--- config.mk ---
export PLATFORM = sky130hd
export DESIGN_NAME = tinyalu_responder_flat
export DESIGN_NICKNAME = d
export VERILOG_FILES = /design/src/rtl/tinyalu_if.sv /design/src/rtl/tinyalu_responder.sv /design/src/flat_wrapper.sv
export SDC_FILE = /design/constraint.sdc
export NUM_CORES = 1
export LEC_CHECK = 0
export CORE_MARGIN = 8
export CORE_UTILIZATION = 43
export DETAILED_ROUTE_END_ITERATION = 7
export SLEW_MARGIN = 20
export SYNTH_ARGS = -nofsm -noshare
export SYNTH_HDL_FRONTEND = slang
export SYNTH_SLANG_ARGS = --single-unit
--- constraint.sdc ---
create_clock -name clk -period 3.8 [get_ports clk]
set_input_delay 0.76 -clock clk [delete_from_list [all_inputs] [get_ports clk]]
set_output_delay 0.76 -clock clk [all_outputs]
set_load 0.005 [all_outputs]
--- src/rtl/tinyalu_if.sv ---
// Command/response bundle between a tinyalu initiator (BFM) and the responder.
interface tinyalu_if #(
  parameter int unsigned DATA_W = 8
);
  logic                  start;
  logic [2:0]            op;
  logic [DATA_W-1:0]     A;
  logic [DATA_W-1:0]     B;
  logic                  done;
  logic [2*DATA_W-1:0]   result;
  logic                  busy;
  logic                  err;

  modport master (output start, op, A, B, input done, result, busy, err);
  modport slave  (input start, op, A, B, output done, result, busy, err);
endinterface

--- src/rtl/tinyalu_responder.sv ---
// tinyalu responder: accepts a start/done command, executes add/and/xor in one
// cycle or mul by iterative shift-add, and returns the result with a done pulse.
module tinyalu_responder #(
  parameter int unsigned DATA_W   = 8,
  parameter int unsigned MUL_ITER = DATA_W
) (
  input  logic     clk,
  input  logic     reset_n,
  tinyalu_if.slave bus
);

  localparam int unsigned RES_W = 2 * DATA_W;
  localparam int unsigned CNT_W = (MUL_ITER > 1) ? $clog2(MUL_ITER) : 1;

  localparam logic [2:0] IDLE = 3'd0;
  localparam logic [2:0] EXEC = 3'd1;
  localparam logic [2:0] MUL  = 3'd2;
  localparam logic [2:0] DONE = 3'd3;
  localparam logic [2:0] HOLD = 3'd4;

  localparam logic [2:0] OP_NOP = 3'b000;
  localparam logic [2:0] OP_ADD = 3'b001;
  localparam logic [2:0] OP_AND = 3'b010;
  localparam logic [2:0] OP_XOR = 3'b011;
  localparam logic [2:0] OP_MUL = 3'b100;

  localparam logic [CNT_W-1:0] CNT_LAST = CNT_W'(MUL_ITER - 1);

  logic [2:0]        state_q,  state_d;
  logic [2:0]        op_q,     op_d;
  logic [DATA_W-1:0] a_q,      a_d;
  logic [DATA_W-1:0] b_q,      b_d;
  logic [CNT_W-1:0]  cnt_q,    cnt_d;
  logic [RES_W-1:0]  acc_q,    acc_d;
  logic [RES_W-1:0]  result_q, result_d;
  logic              done_q,   done_d;
  logic              busy_q,   busy_d;
  logic              err_q,    err_d;
  logic [RES_W-1:0]  mul_sum;

  // State, latched command and registered outputs
  always_ff @(posedge clk or negedge reset_n) begin
    if (!reset_n) begin
      state_q  <= IDLE;
      op_q     <= '0;
      a_q      <= '0;
      b_q      <= '0;
      cnt_q    <= '0;
      acc_q    <= '0;
      result_q <= '0;
      done_q   <= 1'b0;
      busy_q   <= 1'b0;
      err_q    <= 1'b0;
    end else begin
      state_q  <= state_d;
      op_q     <= op_d;
      a_q      <= a_d;
      b_q      <= b_d;
      cnt_q    <= cnt_d;
      acc_q    <= acc_d;
      result_q <= result_d;
      done_q   <= done_d;
      busy_q   <= busy_d;
      err_q    <= err_d;
    end
  end

  // Next-state and next-output logic; done is raised one cycle after DONE is entered
  always_comb begin
    state_d  = state_q;
    op_d     = op_q;
    a_d      = a_q;
    b_d      = b_q;
    cnt_d    = cnt_q;
    acc_d    = acc_q;
    result_d = result_q;
    done_d   = 1'b0;
    busy_d   = busy_q;
    err_d    = err_q;
    mul_sum  = acc_q + (b_q[cnt_q] ? (RES_W'(a_q) << cnt_q) : RES_W'(0));

    case (state_q)
      IDLE: begin
        if (bus.start) begin
          op_d    = bus.op;
          a_d     = bus.A;
          b_d     = bus.B;
          busy_d  = 1'b1;
          err_d   = 1'b0;
          cnt_d   = '0;
          acc_d   = '0;
          state_d = (bus.op == OP_MUL) ? MUL : EXEC;
        end
      end
      EXEC: begin
        if (!bus.start) begin
          state_d = IDLE;
          busy_d  = 1'b0;
        end else begin
          case (op_q)
            OP_NOP:  result_d = result_q;
            OP_ADD:  result_d = RES_W'(a_q) + RES_W'(b_q);
            OP_AND:  result_d = RES_W'(a_q & b_q);
            OP_XOR:  result_d = RES_W'(a_q ^ b_q);
            default: begin
              result_d = '0;
              err_d    = 1'b1;
            end
          endcase
          state_d = DONE;
        end
      end
      MUL: begin
        if (!bus.start) begin
          state_d = IDLE;
          busy_d  = 1'b0;
        end else begin
          acc_d = mul_sum;
          cnt_d = cnt_q + CNT_W'(1);
          if (cnt_q == CNT_LAST) begin
            result_d = mul_sum;
            state_d  = DONE;
          end
        end
      end
      DONE: begin
        done_d  = 1'b1;
        state_d = HOLD;
      end
      HOLD: begin
        // A still-asserted start is the old command; wait for it to drop
        if (!bus.start) begin
          state_d = IDLE;
          busy_d  = 1'b0;
        end
      end
      default: begin
        state_d = IDLE;
        busy_d  = 1'b0;
      end
    endcase
  end

  assign bus.done   = done_q;
  assign bus.result = result_q;
  assign bus.busy   = busy_q;
  assign bus.err    = err_q;

endmodule

--- src/flat_wrapper.sv ---
// flat-port wrapper written by rule: the top's interface ports become plain ports
module tinyalu_responder_flat 
#(
  parameter int unsigned DATA_W   = 8,
  parameter int unsigned MUL_ITER = DATA_W
)
  (clk, reset_n, bus_start, bus_op, bus_A, bus_B, bus_done, bus_result, bus_busy, bus_err);
  tinyalu_if #(.DATA_W(DATA_W)) bus_i ();
  input  logic clk;
  input  logic reset_n;
  input wire logic [$bits(bus_i.start)-1:0] bus_start;
  input wire logic [$bits(bus_i.op)-1:0] bus_op;
  input wire logic [$bits(bus_i.A)-1:0] bus_A;
  input wire logic [$bits(bus_i.B)-1:0] bus_B;
  output wire logic [$bits(bus_i.done)-1:0] bus_done;
  output wire logic [$bits(bus_i.result)-1:0] bus_result;
  output wire logic [$bits(bus_i.busy)-1:0] bus_busy;
  output wire logic [$bits(bus_i.err)-1:0] bus_err;
  assign bus_i.start = bus_start;
  assign bus_i.op = bus_op;
  assign bus_i.A = bus_A;
  assign bus_i.B = bus_B;
  assign bus_done = bus_i.done;
  assign bus_result = bus_i.result;
  assign bus_busy = bus_i.busy;
  assign bus_err = bus_i.err;
  tinyalu_responder #(.DATA_W(DATA_W), .MUL_ITER(MUL_ITER)) u_core (.clk(clk), .reset_n(reset_n), .bus(bus_i));
endmodule
==> report_table.html, run 1 <==
<table>
<tr><th>Metric</th><th>Value</th></tr>
<tr><th colspan="2">Clock network</th></tr>
<tr><td>Clock Pin Slew Worst Setup and Hold Paths</td><td>~70 ps</td></tr>
<tr><td>CTS resizes</td><td>0</td></tr>
<tr><td>Clock tree from TritonCTS</td><td>done</td></tr>
<tr><td>Post-CTS Hold Fix Bufs</td><td>0</td></tr>
<tr><td>Post CTS Setup Buffer Count</td><td>0</td></tr>
<tr><td>Worst-case clock buffer depth</td><td>2</td></tr>
<tr><td>CTS sink count</td><td>60</td></tr>
<tr><td>Clock buffers created by TritonCTS</td><td>9</td></tr>
<tr><td>Number of levels in the clock H-tree</td><td>3</td></tr>
<tr><td>Clk Tree Root Cell</td><td>sky130_fd_sc_hd__clkbuf_8</td></tr>
<tr><td>Insertion delay to the later sink of the worst-skew pair</td><td>340 ps</td></tr>
<tr><th colspan="2">Yosys</th></tr>
<tr><td>Post-synthesis share of cell area spent on full adders, half adders and majority gates</td><td>a little under a tenth</td></tr>
<tr><td>Simple-gate share of the synthesized area</td><td>approximately 16%</td></tr>
<tr><td>Mean area per synthesized cell</td><td>between 9 and 10 um^2</td></tr>
<tr><td>Proportion of synthesized area in mux cells</td><td>just under 8%</td></tr>
<tr><td>Post-Syn Nets</td><td>467</td></tr>
<tr><td>Main combinational cell family by area after synthesis</td><td>compound AO/OA/AOI/OAI gates</td></tr>
<tr><td>Distinct cell type count after synthesis</td><td>between 50 and 60</td></tr>
<tr><td>Compound-Gate Fraction of Synth Area</td><td>between 20% and 30%</td></tr>
<tr><td>Parity-gate share of the synthesized area counting xor and xnor cells</td><td>approximately 3.2%</td></tr>
<tr><td>Post-synth EDFFs</td><td>0</td></tr>
<tr><td>Yosys warnings</td><td>0</td></tr>
<tr><td>#FFs+latches synth</td><td>60</td></tr>
<tr><td>Cells after synthesis</td><td>418</td></tr>
<tr><td>Register area share after synthesis</td><td>38.72%</td></tr>
<tr><td>Async set-reset flop share out of synthesis</td><td>100.0%</td></tr>
<tr><td>Post-Syn Area</td><td>just under 4000 um^2</td></tr>
<tr><td>Most common flop cell mapped by yosys</td><td>sky130_fd_sc_hd__dfrtp_1</td></tr>
<tr><th colspan="2">Placed design</th></tr>
<tr><td>Placer Congestion</td><td>roughly 0.86</td></tr>
<tr><td>Cell area after placement</td><td>between 4000 and 5000 um^2</td></tr>
<tr><td>Total half-perimeter wirelength after legalization and detailed placement</td><td>~7400 um</td></tr>
<tr><td>Count of port buffers added during placement</td><td>40</td></tr>
<tr><th colspan="2">GRT</th></tr>
<tr><td>Vias in the first global route</td><td>around 3,300</td></tr>
<tr><td>Grt total ovfl</td><td>0</td></tr>
<tr><td>Maximum number of pins on one net before global-route repair</td><td>61</td></tr>
<tr><td>Wire length of the first global-routing pass</td><td>16,640 um</td></tr>
<tr><td>Total routing usage reported by global routing</td><td>16.42%</td></tr>
<tr><td>Initial antenna violation count</td><td>0</td></tr>
<tr><th colspan="2">Worst setup path</th></tr>
<tr><td>Critical path endpoint category</td><td>register</td></tr>
<tr><td>Category of the most critical setup path</td><td>reg -&gt; reg</td></tr>
<tr><td>Maximum net fanout on the critical path</td><td>17</td></tr>
<tr><td>Startpoint kind of the worst setup timing path</td><td>register</td></tr>
<tr><td>Endpoint required time on the critical path</td><td>4030 ps</td></tr>
<tr><td>Critical Path AT</td><td>approximately 3700 ps</td></tr>
<tr><th colspan="2">Timing</th></tr>
<tr><td>Post-Route Setup TNS</td><td>0 ps</td></tr>
<tr><td>Achievable clock frequency</td><td>~290 MHz</td></tr>
<tr><td>Post-route minimum period</td><td>3417 ps</td></tr>
<tr><td>Final Setup Violations</td><td>0</td></tr>
<tr><td>Slew Limit Fails</td><td>0</td></tr>
<tr><td>Final critical-path share of the clock period</td><td>between 80 and 90%</td></tr>
<tr><td>Worst slew margin relative to its limit</td><td>49.06%</td></tr>
<tr><td>Largest clock skew in the final design</td><td>8.422 ps</td></tr>
<tr><td>Unrepaired setup endpoints after global routing</td><td>false</td></tr>
<tr><td>Final Hold Violating Endpoints</td><td>0</td></tr>
<tr><td>Worst Tran Pin Value</td><td>between 700 and 800 ps</td></tr>
<tr><th colspan="2">Detailed routing</th></tr>
<tr><td>Vias</td><td>3,327</td></tr>
<tr><td>DR vias/cell</td><td>~5.8</td></tr>
<tr><td>Top routing layer used</td><td>met4</td></tr>
<tr><td>Wire length the detailed router placed on met1</td><td>around 4500 um</td></tr>
<tr><td>Aggregate routed wire length</td><td>roughly 9900 um</td></tr>
<tr><td>Met2 wire length</td><td>between 4000 and 5000 um</td></tr>
<tr><td>Count of antenna-violating nets left after detailed routing</td><td>0</td></tr>
<tr><td>Per-cell routed wire length</td><td>17.22 um</td></tr>
<tr><td>TritonRoute pass-1 iters</td><td>4</td></tr>
<tr><td>Routed length on met3</td><td>404 um</td></tr>
<tr><td>DRC viols</td><td>0</td></tr>
<tr><td>First DRT Iteration DRCs</td><td>~260</td></tr>
<tr><th colspan="2">Final layout</th></tr>
<tr><td>Relative area change from synthesis to final layout</td><td>19.07%</td></tr>
<tr><td>Diode count</td><td>0</td></tr>
<tr><td>Fin nets</td><td>roughly 510</td></tr>
<tr><td>Number of filler instances in the final layout</td><td>slightly above 800</td></tr>
<tr><td>Share of layout cells above drive strength 1</td><td>12.28%</td></tr>
<tr><td>Fin area</td><td>around 4600 um^2</td></tr>
<tr><th colspan="2">Floorplan</th></tr>
<tr><td>Die Span X</td><td>111.0 um</td></tr>
<tr><td>Effective utilization at floorplan</td><td>around 44%</td></tr>
<tr><td>Core ar.</td><td>between 8000 and 9000 um^2</td></tr>
<tr><td>Overall die area</td><td>approximately 12,000 um^2</td></tr>
<tr><td>Number of placed I/O pins</td><td>a little over 40</td></tr>
<tr><td>Chip Height</td><td>roughly 110 um</td></tr>
<tr><td>Count of standard-cell rows</td><td>34</td></tr>
<tr><th colspan="2">Run</th></tr>
<tr><td>Count of maximum capacitance violations</td><td>0</td></tr>
<tr><th colspan="2">Power and ir drop</th></tr>
<tr><td>Peak supply drop</td><td>between 0.0003 and 0.0004 V</td></tr>
<tr><td>Power per unit of standard cell area</td><td>677.6 nW/um^2</td></tr>
<tr><td>Cell leakage power</td><td>2.031 nW</td></tr>
<tr><th colspan="2">Status</th></tr>
<tr><td>Outcome</td><td>complete, no violations</td></tr>
<tr><th colspan="2">Worst hold path</th></tr>
<tr><td>Worst hold path type</td><td>reg -&gt; reg</td></tr>
</table>
## report_power, final
part	switching, mW	total, mW	internal [mW]
registers	0.202	1.01	0.810
clock network	0.269	0.656	0.387
logic	0.788	1.46	0.674
total	1.26	3.13	1.87
## cells by family (layout without fill, tap and decap cells)
group / count (synthesis) / count (layout)
flops: 60 / 60
compound gates: 121 / 121
simple gates: 138 / 138
xor+xnor: 14 / 14
buf+inv: 32 / 78
fa+ha+maj: 28 / 28
mux: 25 / 25
## critical path, stage by stage (launching register included)
cell and delay (ps):
sky130_fd_sc_hd__dfrtp_1 370, sky130_fd_sc_hd__buf_4 230, sky130_fd_sc_hd__mux4_2 330, sky130_fd_sc_hd__nand2_1 160
sky130_fd_sc_hd__and2_1 270, sky130_fd_sc_hd__a211oi_1 90, sky130_fd_sc_hd__ha_1 410, sky130_fd_sc_hd__a21oi_4 230
sky130_fd_sc_hd__nor2_2 70, sky130_fd_sc_hd__a2111oi_4 330, sky130_fd_sc_hd__a21oi_1 150, sky130_fd_sc_hd__or3_1 390
sky130_fd_sc_hd__a32o_1 260
## through the flow
stage	utilization (%)	setup WS (ps)	hold WS (ps)	cells	power, mW
after floorplan	-	454.3	456.3	418	2.006
after global placement	50.44	497.2	467.2	556	2.455
after detailed placement	50.44	403.0	473.2	556	2.477
after CTS	52.94	385.7	488.8	572	3.145
after global routing	52.94	126.4	525.1	572	3.379
final	52.94	382.9	484.5	572	3.129
## cells in the mapped netlist (all sizes together), types with 4 or more instances
cell / instances / area (um^2)
buf: 6 / 28.77
o31ai: 6 / 50.05
and3: 4 / 26.28
ha: 25 / 312.8
dfrtp: 60 / 1501
inv: 14 / 52.55
mux2: 19 / 214.0
nand3: 9 / 45.04
a21oi: 31 / 166.4
xnor2: 8 / 70.07
a211oi: 5 / 42.54
a22o: 10 / 87.58
o21ai: 30 / 150.1
a21o: 6 / 46.30
a32o: 6 / 60.06
clkbuf: 12 / 45.04
a31oi: 7 / 43.79
nand2: 54 / 202.7
nor2: 42 / 160.2
or3: 6 / 37.54
mux2i: 4 / 40.04
nor3: 8 / 40.04
xor2: 6 / 52.55
## metal layers
metal / up-vias / track usage [%]
met2: 79 / 27.23
met3: 19 / 4.167
met5: - / 0
li1: 1613 / -
met1: 1616 / 19.72
met4: 0 / 6.757
## sequential cells by signal, summed over array words and instances (netlist names)
register	cells
u_core.b_q	8
u_core.bus.done	1
u_core.state_q	3
u_core.a_q	8
u_core.bus.err	1
u_core.op_q	3
u_core.bus.result	16
u_core.cnt_q	3
u_core.bus.busy	1
u_core.acc_q	16
## placed cells by master (no fill, tap or decap), types with 3 or more instances in the layout
cell / instances
sky130_fd_sc_hd__nor3_1: 7
sky130_fd_sc_hd__a21oi_1: 30
sky130_fd_sc_hd__nor2_1: 41
sky130_fd_sc_hd__a32o_1: 6
sky130_fd_sc_hd__clkbuf_8: 10
sky130_fd_sc_hd__o31ai_1: 5
sky130_fd_sc_hd__mux2i_1: 4
sky130_fd_sc_hd__a31oi_1: 7
sky130_fd_sc_hd__clkdlybuf4s50_1: 39
sky130_fd_sc_hd__a21o_1: 5
sky130_fd_sc_hd__a211oi_1: 4
sky130_fd_sc_hd__dfrtp_1: 60
sky130_fd_sc_hd__nand3b_1: 3
sky130_fd_sc_hd__xor2_1: 6
sky130_fd_sc_hd__xnor2_1: 8
sky130_fd_sc_hd__ha_1: 25
sky130_fd_sc_hd__nand2_1: 54
sky130_fd_sc_hd__and3_1: 3
sky130_fd_sc_hd__nand3_1: 9
sky130_fd_sc_hd__nand2b_1: 3
sky130_fd_sc_hd__or3_1: 6
sky130_fd_sc_hd__mux2_2: 19
sky130_fd_sc_hd__a22o_1: 10
sky130_fd_sc_hd__o21ai_0: 30
sky130_fd_sc_hd__buf_4: 8
sky130_fd_sc_hd__inv_1: 14
## worst paths after layout
path,from,endpoint,slack [ps],depth (start not counted)
setup reg to reg,u_core.cnt_q[1]$_DFFE_PN0P_,u_core.bus.result[15]$_DFFE_PN0P_,380,12
min in group asynchronous,reset_n,u_core.bus.result[13]$_DFFE_PN0P_,570,2
setup / recovery,u_core.cnt_q[1]$_DFFE_PN0P_,u_core.bus.result[15]$_DFFE_PN0P_,380,12
hold reg to reg,u_core.bus.result[0]$_DFFE_PN0P_,u_core.bus.result[0]$_DFFE_PN0P_,480,2
max in group asynchronous,reset_n,u_core.bus.result[4]$_DFFE_PN0P_,2720,2
hold / removal,u_core.bus.result[0]$_DFFE_PN0P_,u_core.bus.result[0]$_DFFE_PN0P_,480,2
## area by class of cell
cell class              instances  area [um^2]  share of cell area [%]
clock buffers                  12        145.1                   3.144
clock inverters                 4        72.57                   1.572
inverters                      14        52.55                   1.138
multi-input cells             326         2255                   48.83
flip-flops and latches         60         1501                   32.52
well taps                     108        135.1                   2.927
repair buffers                 48        455.4                   9.864
No activity file was read; power rests on OpenSTA's default activity.
==> inputs of run 2 (changes only) <==
- CTS_CLUSTER_SIZE: not set -> 14
==> results of run 2 <==
The final DEF is identical to that of run 1; final timing and power are the same.
